[config.mk]
export PLATFORM = sky130hd
export DESIGN_NAME = imem_uart_loader
export DESIGN_NICKNAME = d
export VERILOG_FILES = /design/src/rtl/imem_loader_pkg.sv /design/src/rtl/uart_rx_byte.sv /design/src/rtl/imem_uart_loader.sv
export SDC_FILE = /design/constraint.sdc
export NUM_CORES = 1
export LEC_CHECK = 0
export ABC_AREA = 1
export CORE_MARGIN = 2
export CORE_UTILIZATION = 45
export CTS_CLUSTER_SIZE = 24
export DETAILED_ROUTE_END_ITERATION = 16
export PLACE_DENSITY = 0.72
export SKIP_LAST_GASP = 1
export SLEW_MARGIN = 20
export SYNTH_ARGS = -nofsm -noshare
export SYNTH_HDL_FRONTEND = slang
export SYNTH_SLANG_ARGS = --single-unit
[constraint.sdc]
create_clock -name clk -period 1.75 [get_ports clk]
set_input_delay 0.2625 -clock clk [delete_from_list [all_inputs] [get_ports clk]]
set_output_delay 0.2625 -clock clk [all_outputs]
set_load 0.02 [all_outputs]
[src/rtl/imem_loader_pkg.sv]
`default_nettype none
// ============================================================================
//  Module      : imem_loader_pkg
//  Description : Shared types and constants for the UART instruction-memory
//                loader (loader/receiver state encodings, default sync byte).
//  Revision    : 1.0  initial release
// ============================================================================
package imem_loader_pkg;

   // Loader frame-parsing states
   typedef enum logic [2:0] {
      WAIT_SYNC = 3'd0,
      GET_COUNT = 3'd1,
      GET_DATA  = 3'd2,
      CHECK     = 3'd3,
      DONE      = 3'd4,
      ERROR     = 3'd5
   } loader_state_t;

   // UART bit-level receiver states
   typedef enum logic [1:0] {
      IDLE  = 2'd0,
      START = 2'd1,
      DATA  = 2'd2,
      STOP  = 2'd3
   } rx_state_t;

   localparam logic [7:0] C_DEFAULT_SYNC_BYTE = 8'hA5;

endpackage
`default_nettype wire

[src/rtl/uart_rx_byte.sv]
`default_nettype none
// ============================================================================
//  Module      : uart_rx_byte
//  Description : 8N1 UART byte receiver. Two-flop synchronizer followed by a
//                bit FSM sampling mid-bit. Emits a one-cycle rx_valid with
//                rx_byte on a good stop bit, or a one-cycle rx_ferr on a bad
//                stop bit.
//  Revision    : 1.0  initial release
// ============================================================================
module uart_rx_byte
   import imem_loader_pkg::*;
#(
   parameter int CLKS_PER_BIT = 521
)(
   input  logic       clk,
   input  logic       reset,
   input  logic       rx_in,
   output logic [7:0] rx_byte,
   output logic       rx_valid,
   output logic       rx_ferr
);

   localparam int                 C_CNT_W     = $clog2(CLKS_PER_BIT);
   localparam logic [C_CNT_W-1:0] C_HALF_LAST = C_CNT_W'(CLKS_PER_BIT / 2 - 1);
   localparam logic [C_CNT_W-1:0] C_BIT_LAST  = C_CNT_W'(CLKS_PER_BIT - 1);

   logic               r_sync1;
   logic               r_sync2;
   rx_state_t          r_state;
   rx_state_t          w_next;
   logic [C_CNT_W-1:0] r_cnt;
   logic [2:0]         r_bit_idx;
   logic [7:0]         r_shift;
   logic               w_cnt_clr;
   logic               w_shift_en;

   // Bring the asynchronous serial line into the clk domain
   always_ff @(posedge clk or negedge reset) begin
      if (!reset) begin
         r_sync1 <= 1'b1;
         r_sync2 <= 1'b1;
      end else begin
         r_sync1 <= rx_in;
         r_sync2 <= r_sync1;
      end
   end

   // Bit FSM state register
   always_ff @(posedge clk or negedge reset) begin
      if (!reset) r_state <= IDLE;
      else        r_state <= w_next;
   end

   // Bit FSM next state, sample points and byte/framing-error pulses
   always_comb begin
      w_next     = r_state;
      w_cnt_clr  = 1'b0;
      w_shift_en = 1'b0;
      rx_valid   = 1'b0;
      rx_ferr    = 1'b0;
      case (r_state)
         IDLE: begin
            w_cnt_clr = 1'b1;
            if (!r_sync2) w_next = START;
         end
         START: begin
            if (r_cnt == C_HALF_LAST) begin
               w_cnt_clr = 1'b1;
               w_next    = r_sync2 ? IDLE : DATA;
            end
         end
         DATA: begin
            if (r_cnt == C_BIT_LAST) begin
               w_cnt_clr  = 1'b1;
               w_shift_en = 1'b1;
               if (r_bit_idx == 3'd7) w_next = STOP;
            end
         end
         STOP: begin
            if (r_cnt == C_BIT_LAST) begin
               w_cnt_clr = 1'b1;
               rx_valid  = r_sync2;
               rx_ferr   = ~r_sync2;
               w_next    = IDLE;
            end
         end
         default: w_next = IDLE;
      endcase
   end

   // Bit timer, bit index and LSB-first shift register
   always_ff @(posedge clk or negedge reset) begin
      if (!reset) begin
         r_cnt     <= '0;
         r_bit_idx <= 3'd0;
         r_shift   <= 8'd0;
      end else begin
         r_cnt <= w_cnt_clr ? '0 : r_cnt + 1'b1;
         if (r_state == START) r_bit_idx <= 3'd0;
         if (w_shift_en) begin
            r_shift   <= {r_sync2, r_shift[7:1]};
            r_bit_idx <= r_bit_idx + 3'd1;
         end
      end
   end

   assign rx_byte = r_shift;

endmodule
`default_nettype wire

[src/rtl/imem_uart_loader.sv]
`default_nettype none
// ============================================================================
//  Module      : imem_uart_loader
//  Description : Loads a framed program image (sync, count, 4*N big-endian
//                data bytes) from a UART line into instruction memory and
//                holds the CPU until the image is complete.
//                Optional macro IMEM_LOADER_CHECKSUM_EN adds a trailing
//                modulo-256 checksum byte verified in state CHECK.
//  Revision    : 1.0  initial release
// ============================================================================
module imem_uart_loader
   import imem_loader_pkg::*;
#(
   parameter int         CLKS_PER_BIT = 521,
   parameter int         WADDR_W      = 5,
   parameter logic [7:0] SYNC_BYTE    = C_DEFAULT_SYNC_BYTE
)(
   input  logic               clk,
   input  logic               reset,
   input  logic               rx_in,
   input  logic               rearm,
   output logic               imem_we,
   output logic [WADDR_W-1:0] imem_waddr,
   output logic [31:0]        imem_wdata,
   output logic               cpu_hold,
   output logic               load_done,
   output logic               load_error,
   output logic [WADDR_W:0]   words_loaded
);

   localparam logic [31:0] C_MAX_WORDS = 32'd1 << WADDR_W;

   logic [7:0]         w_rx_byte;
   logic               w_rx_valid;
   logic               w_rx_ferr;
   loader_state_t      r_state;
   loader_state_t      w_next;
   logic               r_rearm_d1;
   logic               r_rearm_d2;
   logic               w_rearm_edge;
   logic               w_count_ok;
   logic               w_words_full;
   logic [WADDR_W:0]   r_count;
   logic [WADDR_W:0]   r_words;
   logic [1:0]         r_byte_idx;
   logic [23:0]        r_word;
   logic               r_we;
   logic [WADDR_W-1:0] r_waddr;
   logic [31:0]        r_wdata;
`ifdef IMEM_LOADER_CHECKSUM_EN
   logic [7:0]         r_sum;
`endif

   uart_rx_byte #(
      .CLKS_PER_BIT (CLKS_PER_BIT)
   ) u_rx (
      .clk      (clk),
      .reset    (reset),
      .rx_in    (rx_in),
      .rx_byte  (w_rx_byte),
      .rx_valid (w_rx_valid),
      .rx_ferr  (w_rx_ferr)
   );

   assign w_count_ok   = (w_rx_byte != 8'd0) && ({24'd0, w_rx_byte} <= C_MAX_WORDS);
   assign w_words_full = (r_words == r_count);
   assign w_rearm_edge = r_rearm_d1 & ~r_rearm_d2;

   // Register rearm so only its rising edge is acted upon
   always_ff @(posedge clk or negedge reset) begin
      if (!reset) begin
         r_rearm_d1 <= 1'b0;
         r_rearm_d2 <= 1'b0;
      end else begin
         r_rearm_d1 <= rearm;
         r_rearm_d2 <= r_rearm_d1;
      end
   end

   // Loader FSM state register
   always_ff @(posedge clk or negedge reset) begin
      if (!reset) r_state <= WAIT_SYNC;
      else        r_state <= w_next;
   end

   // Loader FSM next state; leaves GET_DATA only after the final write strobe
   always_comb begin
      w_next = r_state;
      case (r_state)
         WAIT_SYNC: if (w_rx_valid && (w_rx_byte == SYNC_BYTE)) w_next = GET_COUNT;
         GET_COUNT: begin
            if (w_rx_ferr)       w_next = ERROR;
            else if (w_rx_valid) w_next = w_count_ok ? GET_DATA : ERROR;
         end
         GET_DATA: begin
            if (w_rx_ferr) w_next = ERROR;
`ifdef IMEM_LOADER_CHECKSUM_EN
            else if (w_words_full) w_next = CHECK;
`else
            else if (w_words_full) w_next = DONE;
`endif
         end
`ifdef IMEM_LOADER_CHECKSUM_EN
         CHECK: begin
            if (w_rx_ferr)       w_next = ERROR;
            else if (w_rx_valid) w_next = (w_rx_byte == r_sum) ? DONE : ERROR;
         end
`endif
         DONE:    if (w_rearm_edge) w_next = WAIT_SYNC;
         ERROR:   if (w_rearm_edge) w_next = WAIT_SYNC;
         default: w_next = ERROR;
      endcase
   end

   // Word assembly, write strobe and word counter
   always_ff @(posedge clk or negedge reset) begin
      if (!reset) begin
         r_count    <= '0;
         r_words    <= '0;
         r_byte_idx <= 2'd0;
         r_word     <= 24'd0;
         r_we       <= 1'b0;
         r_waddr    <= '0;
         r_wdata    <= 32'd0;
`ifdef IMEM_LOADER_CHECKSUM_EN
         r_sum      <= 8'd0;
`endif
      end else begin
         r_we <= 1'b0;
         if ((r_state == GET_COUNT) && w_rx_valid && w_count_ok) begin
            r_count    <= (WADDR_W+1)'(w_rx_byte);
            r_words    <= '0;
            r_byte_idx <= 2'd0;
`ifdef IMEM_LOADER_CHECKSUM_EN
            r_sum      <= 8'd0;
`endif
         end
         if ((r_state == GET_DATA) && w_rx_valid && !w_words_full) begin
            r_word     <= {r_word[15:0], w_rx_byte};
            r_byte_idx <= r_byte_idx + 2'd1;
`ifdef IMEM_LOADER_CHECKSUM_EN
            r_sum      <= r_sum + w_rx_byte;
`endif
            if (r_byte_idx == 2'd3) begin
               r_we    <= 1'b1;
               r_waddr <= r_words[WADDR_W-1:0];
               r_wdata <= {r_word, w_rx_byte};
               r_words <= r_words + 1'b1;
            end
         end
      end
   end

   assign imem_we      = r_we;
   assign imem_waddr   = r_waddr;
   assign imem_wdata   = r_wdata;
   assign words_loaded = r_words;
   assign load_done    = (r_state == DONE);
   assign load_error   = (r_state == ERROR);
   assign cpu_hold     = (r_state != DONE);

endmodule
`default_nettype wire

# Word level (Yosys, flattened, before mapping)
# Cells that the tools add are included.
dict set report word_totals {
  register_bits 106
  latch_bits 0
  mem_bits_rw 0
  rom_bits 0
  inputBits 4
  mem_count 0
}
dict set report op_classes {
  n_addsub 4
  n_mul 0
  n_div 0
  n_lt_le_gt_ge 1
  n_eq_ne 23
  shift 0
  muxes 33
  bitwise_logic 3
  n_reduce_logical 17
}
# operator n
set ops {}
lappend ops {{3-bit two-way mux} 9}
lappend ops {{6-bit two-way mux} 3}
lappend ops {{2-bit two-way mux} 8}
lappend ops {{3-bit case mux with 4 select lines} 1}
lappend ops {{10-bit by 1-bit adder with 10-bit output, second input constant} 1}
lappend ops {{10-bit == test, second input constant} 1}
lappend ops {{10-bit by 9-bit == test with 1-bit output, second input constant} 1}
lappend ops {{10-bit two-way mux} 1}
lappend ops {{2-bit by 1-bit != test with 1-bit output, second input constant} 5}
lappend ops {{3-bit == test, second input constant} 3}
lappend ops {{1-bit two-way mux} 9}
lappend ops {{8-bit == test, second input constant} 1}
lappend ops {{8-bit by 6-bit less-or-equal comparator with 1-bit output, second input constant} 1}
lappend ops {{2-bit case mux with 4 select lines} 1}
lappend ops {{8-bit nonzero test} 1}
lappend ops {{6-bit by 1-bit adder with 6-bit output, second input constant} 1}
lappend ops {{2-bit == test, second input constant} 3}
lappend ops {{6-bit == test} 1}
lappend ops {{1-bit logical AND} 6}
lappend ops {{3-bit by 2-bit != test with 1-bit output, second input constant} 2}
lappend ops {{5-bit AND reduction} 1}
lappend ops {{2-bit != test, second input constant} 2}
lappend ops {{4-bit AND reduction} 1}
lappend ops {{2-bit nonzero test} 2}
lappend ops {{14 further kinds} 16}

# Logic depth before layout (Yosys ltp)
dict set report depth {
  depth_word 8
  ltp_mapped 13
  ltp_nobuf 12
}

# By module
# From an unflattened synthesis, not the netlist that was laid out.
dict set report hier_totals {
  cells_unflattened 540
  hier_area_um2 4703.3
}
# module n_inst cells_each area_each_um2
set modules_own_cells {}
lappend modules_own_cells {imem_uart_loader 1 392 3455.8}
lappend modules_own_cells {uart_rx_byte 1 148 1247.4}

# Least setup slack after synthesis
# Ideal clock, no wire load.
dict set report synth_path {
  kind {register to register}
  startpoint {register u_rx.r_cnt[0]}
  endpoint {register r_waddr[4] (netlist: imem_waddr[4])}
  t_arrival_ns 1.624
  slack_ns 0.006
  stages_incl_launch_ff 14
  n_path_buf 2
  synth_period_minus_slack_ns 1.744
  path_cell_list {dfrtp_1 inv_1 ha_1 nand3_1 nor2_2 nand2_2 clkinv_4 nand3_4 nor2_8 nand2_2 buf_6 buf_6 nand2_1 o21ai_2}
}
dict set report synth_between {
  elab_chain_len 6
}
# element line
set synth_lines {}
lappend synth_lines {{start: declaration} uart_rx_byte.sv:31} ;# logic [C_CNT_W-1:0] r_cnt;
lappend synth_lines {{start signal: assignment} uart_rx_byte.sv:98} ;# r_cnt <= w_cnt_clr ? '0 : r_cnt + 1'b1;
lappend synth_lines {{10-bit == test} uart_rx_byte.sv:80} ;# if (r_cnt == C_BIT_LAST) begin
lappend synth_lines {{1-bit two-way mux} uart_rx_byte.sv:80}
lappend synth_lines {{1-bit two-way mux} uart_rx_byte.sv:61} ;# case (r_state)
lappend synth_lines {{1-bit logical AND (2 in a row)} imem_uart_loader.sv:138} ;# if ((r_state == GET_DATA) && w_rx_valid && !w_words_full) begin
lappend synth_lines {{2-bit AND reduction (no line)} n/a}
lappend synth_lines {{end signal: assignment} imem_uart_loader.sv:146} ;# r_waddr <= r_words[WADDR_W-1:0];
lappend synth_lines {{end: declaration} imem_uart_loader.sv:48} ;# logic [WADDR_W-1:0] r_waddr;
# Every way passes these cells.
# A chain may end at the register's enable or synchronous reset.

# Worst setup path in the final report
dict set report layout_path {
  startpoint {register u_rx.r_cnt[1]}
  endpoint {register r_waddr[4] (netlist: imem_waddr[4])}
}
# The elaborated chain is that of the path after synthesis.

==> out/metrics.csv <==
metric,value,unit
numCtsBuffers,9,
ys_warn_count,0,
syn_area_per_cell,8.95,um^2
reg2reg_from,u_rx.r_cnt[1],
track_usage,17.9,%
netlist.area_leader.share,56.7,%
syn_inst,513,
clock_latency,360,ps
yosysTopAreaCell,dfrtp_1,
via_count,3630,
wl,10200,um
start_util,46.8,%
drc,0,
drive_above_1_share,18.7,%
rows,36,
fin_skew,16.6,ps
gp_congestion,0.813,
vdd_ir_drop_max,0.000590,V
clkTransAtPathRegs,100,ps
ys_ff_latch,106,
wl_per_cell,13.9,um
cp_slowest_cell,dfrtp_1,
synth_area,4590,um^2
report.final.hold_viol_count,0,
path_cells,inv_1 > ha_2 > nand3_2 > nor2_4 > nand2_2 > clkinv_4 > nand3_4 > nor2_8 > nand2_8 > buf_12 > buf_6 > o21ai_2,
status,"finished, violations left",
critPathCaptureType,flop,
ant_nets,0,
boundaryPins,51,
violations,negative setup slack,
async_reset_ff_share,100,%
r2r-end,imem_waddr[4],
antenna_cells,0,
nNetsFinal,605,
synth_nets,523,
ys_seq_area_share,57.8,%
whs_endpoint,u_rx.r_sync1,
dp_cells,706,
slew_headroom,71.5,%
grt_first_pass_wirelength,15900,um
critPathMaxFanout,6,
layout_setup_ws,-16.4,ps
core_area,9820,um^2
max_freq,0.566,GHz
synth_flop_cell,dfrtp_1,
antenna_found_initial,0,
post-route-util,60.8,%
clock_path_buffers,2,
setup_viol,5,
slew_violations,0,
drt_pass1_iterations,4,
fin_crit,1770,ps
die_area,11000,um^2
tightestPinTransition,428,ps
p_per_area,699,nW/um^2
netlist_top_cells_count,"nand2_1 (141), dfrtp_1 (104), inv_1 (55), o21ai_0 (55), nor2_1 (38)",
syn_to_final_growth,29.9,%
synth_area_leaders,"dfrtp_1 (57%), nand2_1 (12%), o21ai_0 (6.0%)",
nFillCells,838,
period_share,101,%
r2r_setup_slack,-20,ps
grt_start_max_net_pins,50,
cts_max_level,3,
place_area,5410,um^2
fp.dieW,105,um
min_from,rx_in,
first_global_vias,3447,
ff2ff_path_depth,12,
drtIter0Drc,161,
final_cells,732,
maxCapViolations,0,
synth.distinct_cells,30,
crit_required,2050,ps
root_buffer,clkbuf_8,
rsz0062_at_grt,yes,
hold_class,in2reg,
critical_path_arrival,2070,ps
grt_overflow,0,
synth.most_common_cell,nand2_1,
hold_depth,1,
hpwl,7020,um
final_cell_area,5970,um^2
portBuffers,50,
p_leak,2.86,nW
die_h,105,um
synth_edf_count,0,
max_stage_delay,410,ps
cts_tree,built,
path_class,reg2reg,
cts_sinks,106,
critPathLaunchType,flop,
avgViaCountPerCell,4.96,
## critical path, delay by kind of cell (launching register included)
kind / cells / cell delay (ps)
AOI/OAI and AO/OA: 1 / 90
adders and majority gates: 1 / 160
buffers and inverters: 4 / 420
DFF: 1 / 410
and+or+nand+nor: 6 / 630
## layout make-up
type / instances / area, um^2 / share of cell area, %
Tap cell: 133 / 166 / 2.79
Clock buffer: 9 / 124 / 2.08
Timing Repair Buffer: 85 / 902 / 15.1
Multi-Input combinational cell: 330 / 1760 / 29.6
Timing Repair inverter: 1 / 8.76 / 0.147
Sequential cell: 106 / 2660 / 44.5
Clock inverter: 6 / 96.3 / 1.61
Inverter: 62 / 250 / 4.19
## sequential cells by signal (all words and copies together) (netlist names), named ones only
register        cells
u_rx.r_sync2        1
r_state             3
u_rx.r_bit_idx      3
words_loaded        6
u_rx.r_sync1        1
u_rx.r_cnt         10
u_rx.rx_byte        8
r_word             24
imem_waddr          5
r_rearm_d1          1
r_rearm_d2          1
imem_wdata         32
u_rx.r_state        1
imem_we             1
r_byte_idx          2
r_count             6
## per-layer routing
layer,GRT usage (%),wire length [um]
met1,23.0,4550
met2,30.7,5210
met3,4.12,330
met4,4.29,86
met5,0,0
## metrics by stage
step           hold slack [ps]  setup TNS, ps  setup WS [ps]  power (W)
2_1_floorplan            -33.1              0           6.03    0.00251
3_3_place_gp               224              0           39.6    0.00257
3_5_place_dp               230          -43.5          -15.2    0.00257
4_1_cts                    288         -0.163         -0.163    0.00421
5_1_grt                    272          -3070           -104    0.00434
6_report                   302          -30.5          -16.4    0.00417
## worst max path at each step
stage	start	endpoint	slack [ps]	cells after the start
6_report	u_rx.r_cnt[1]	imem_waddr[4]	-20	12
4_1_cts	u_rx.r_cnt[1]	imem_wdata[30]	-0.2	13
3_5_place_dp	u_rx.r_cnt[1]	imem_wdata[27]	-20	13
2_1_floorplan	u_rx.r_cnt[0]	imem_waddr[4]	6	13
5_1_grt	u_rx.r_cnt[1]	imem_wdata[4]	-100	12
3_3_place_gp	u_rx.r_cnt[1]	imem_wdata[24]	40	13
## power by group
part           internal, W  switching, W  total [W]  leakage [nW]
Sequential         0.00245    0.00000277    0.00246          1.46
Combinational    0.0000165     0.0000510  0.0000675          1.30
Clock             0.000818      0.000828    0.00165         0.108
Total              0.00329      0.000882    0.00417          2.86
## kinds of logic (layout without fill, tap and decap cells)
group	Yosys count	count (layout)	share of synthesized area, %
and+or+nand+nor	229	229	21.3
DFF	106	106	57.8
AOI/OAI and AO/OA	88	88	10.6
buffers and inverters	77	163	7.28
xor gates and xnor gates	7	7	1.34
adders and majority gates	6	6	1.63
## layout by cell type, fill, tap and decap left out, drive strengths merged, types with 2 or more instances in the layout
master           n
a21oi           11
buf             31
bufinv           2
clkbuf          14
clkdlybuf4s50   41
clkinv           3
dfrtp          104
dfstp            2
dlygate4sd2      6
ha               6
inv             63
nand2          145
nand3           31
nand4            6
nor2            42
nor3             4
o21ai           76
xnor2            3
xor2             4
## timing repair
item / 4_1_cts / 5_1_grt
pin swaps: 0 / 7
resized for setup: 10 / 62
hold endpoints to repair: 28 / 0
endpoints found under the setup margin: 20 / 71
hold buffers: 1 / 0
setup buffers: 0 / 4
gates cloned: 0 / 6
(Power assumes the default switching activity.)
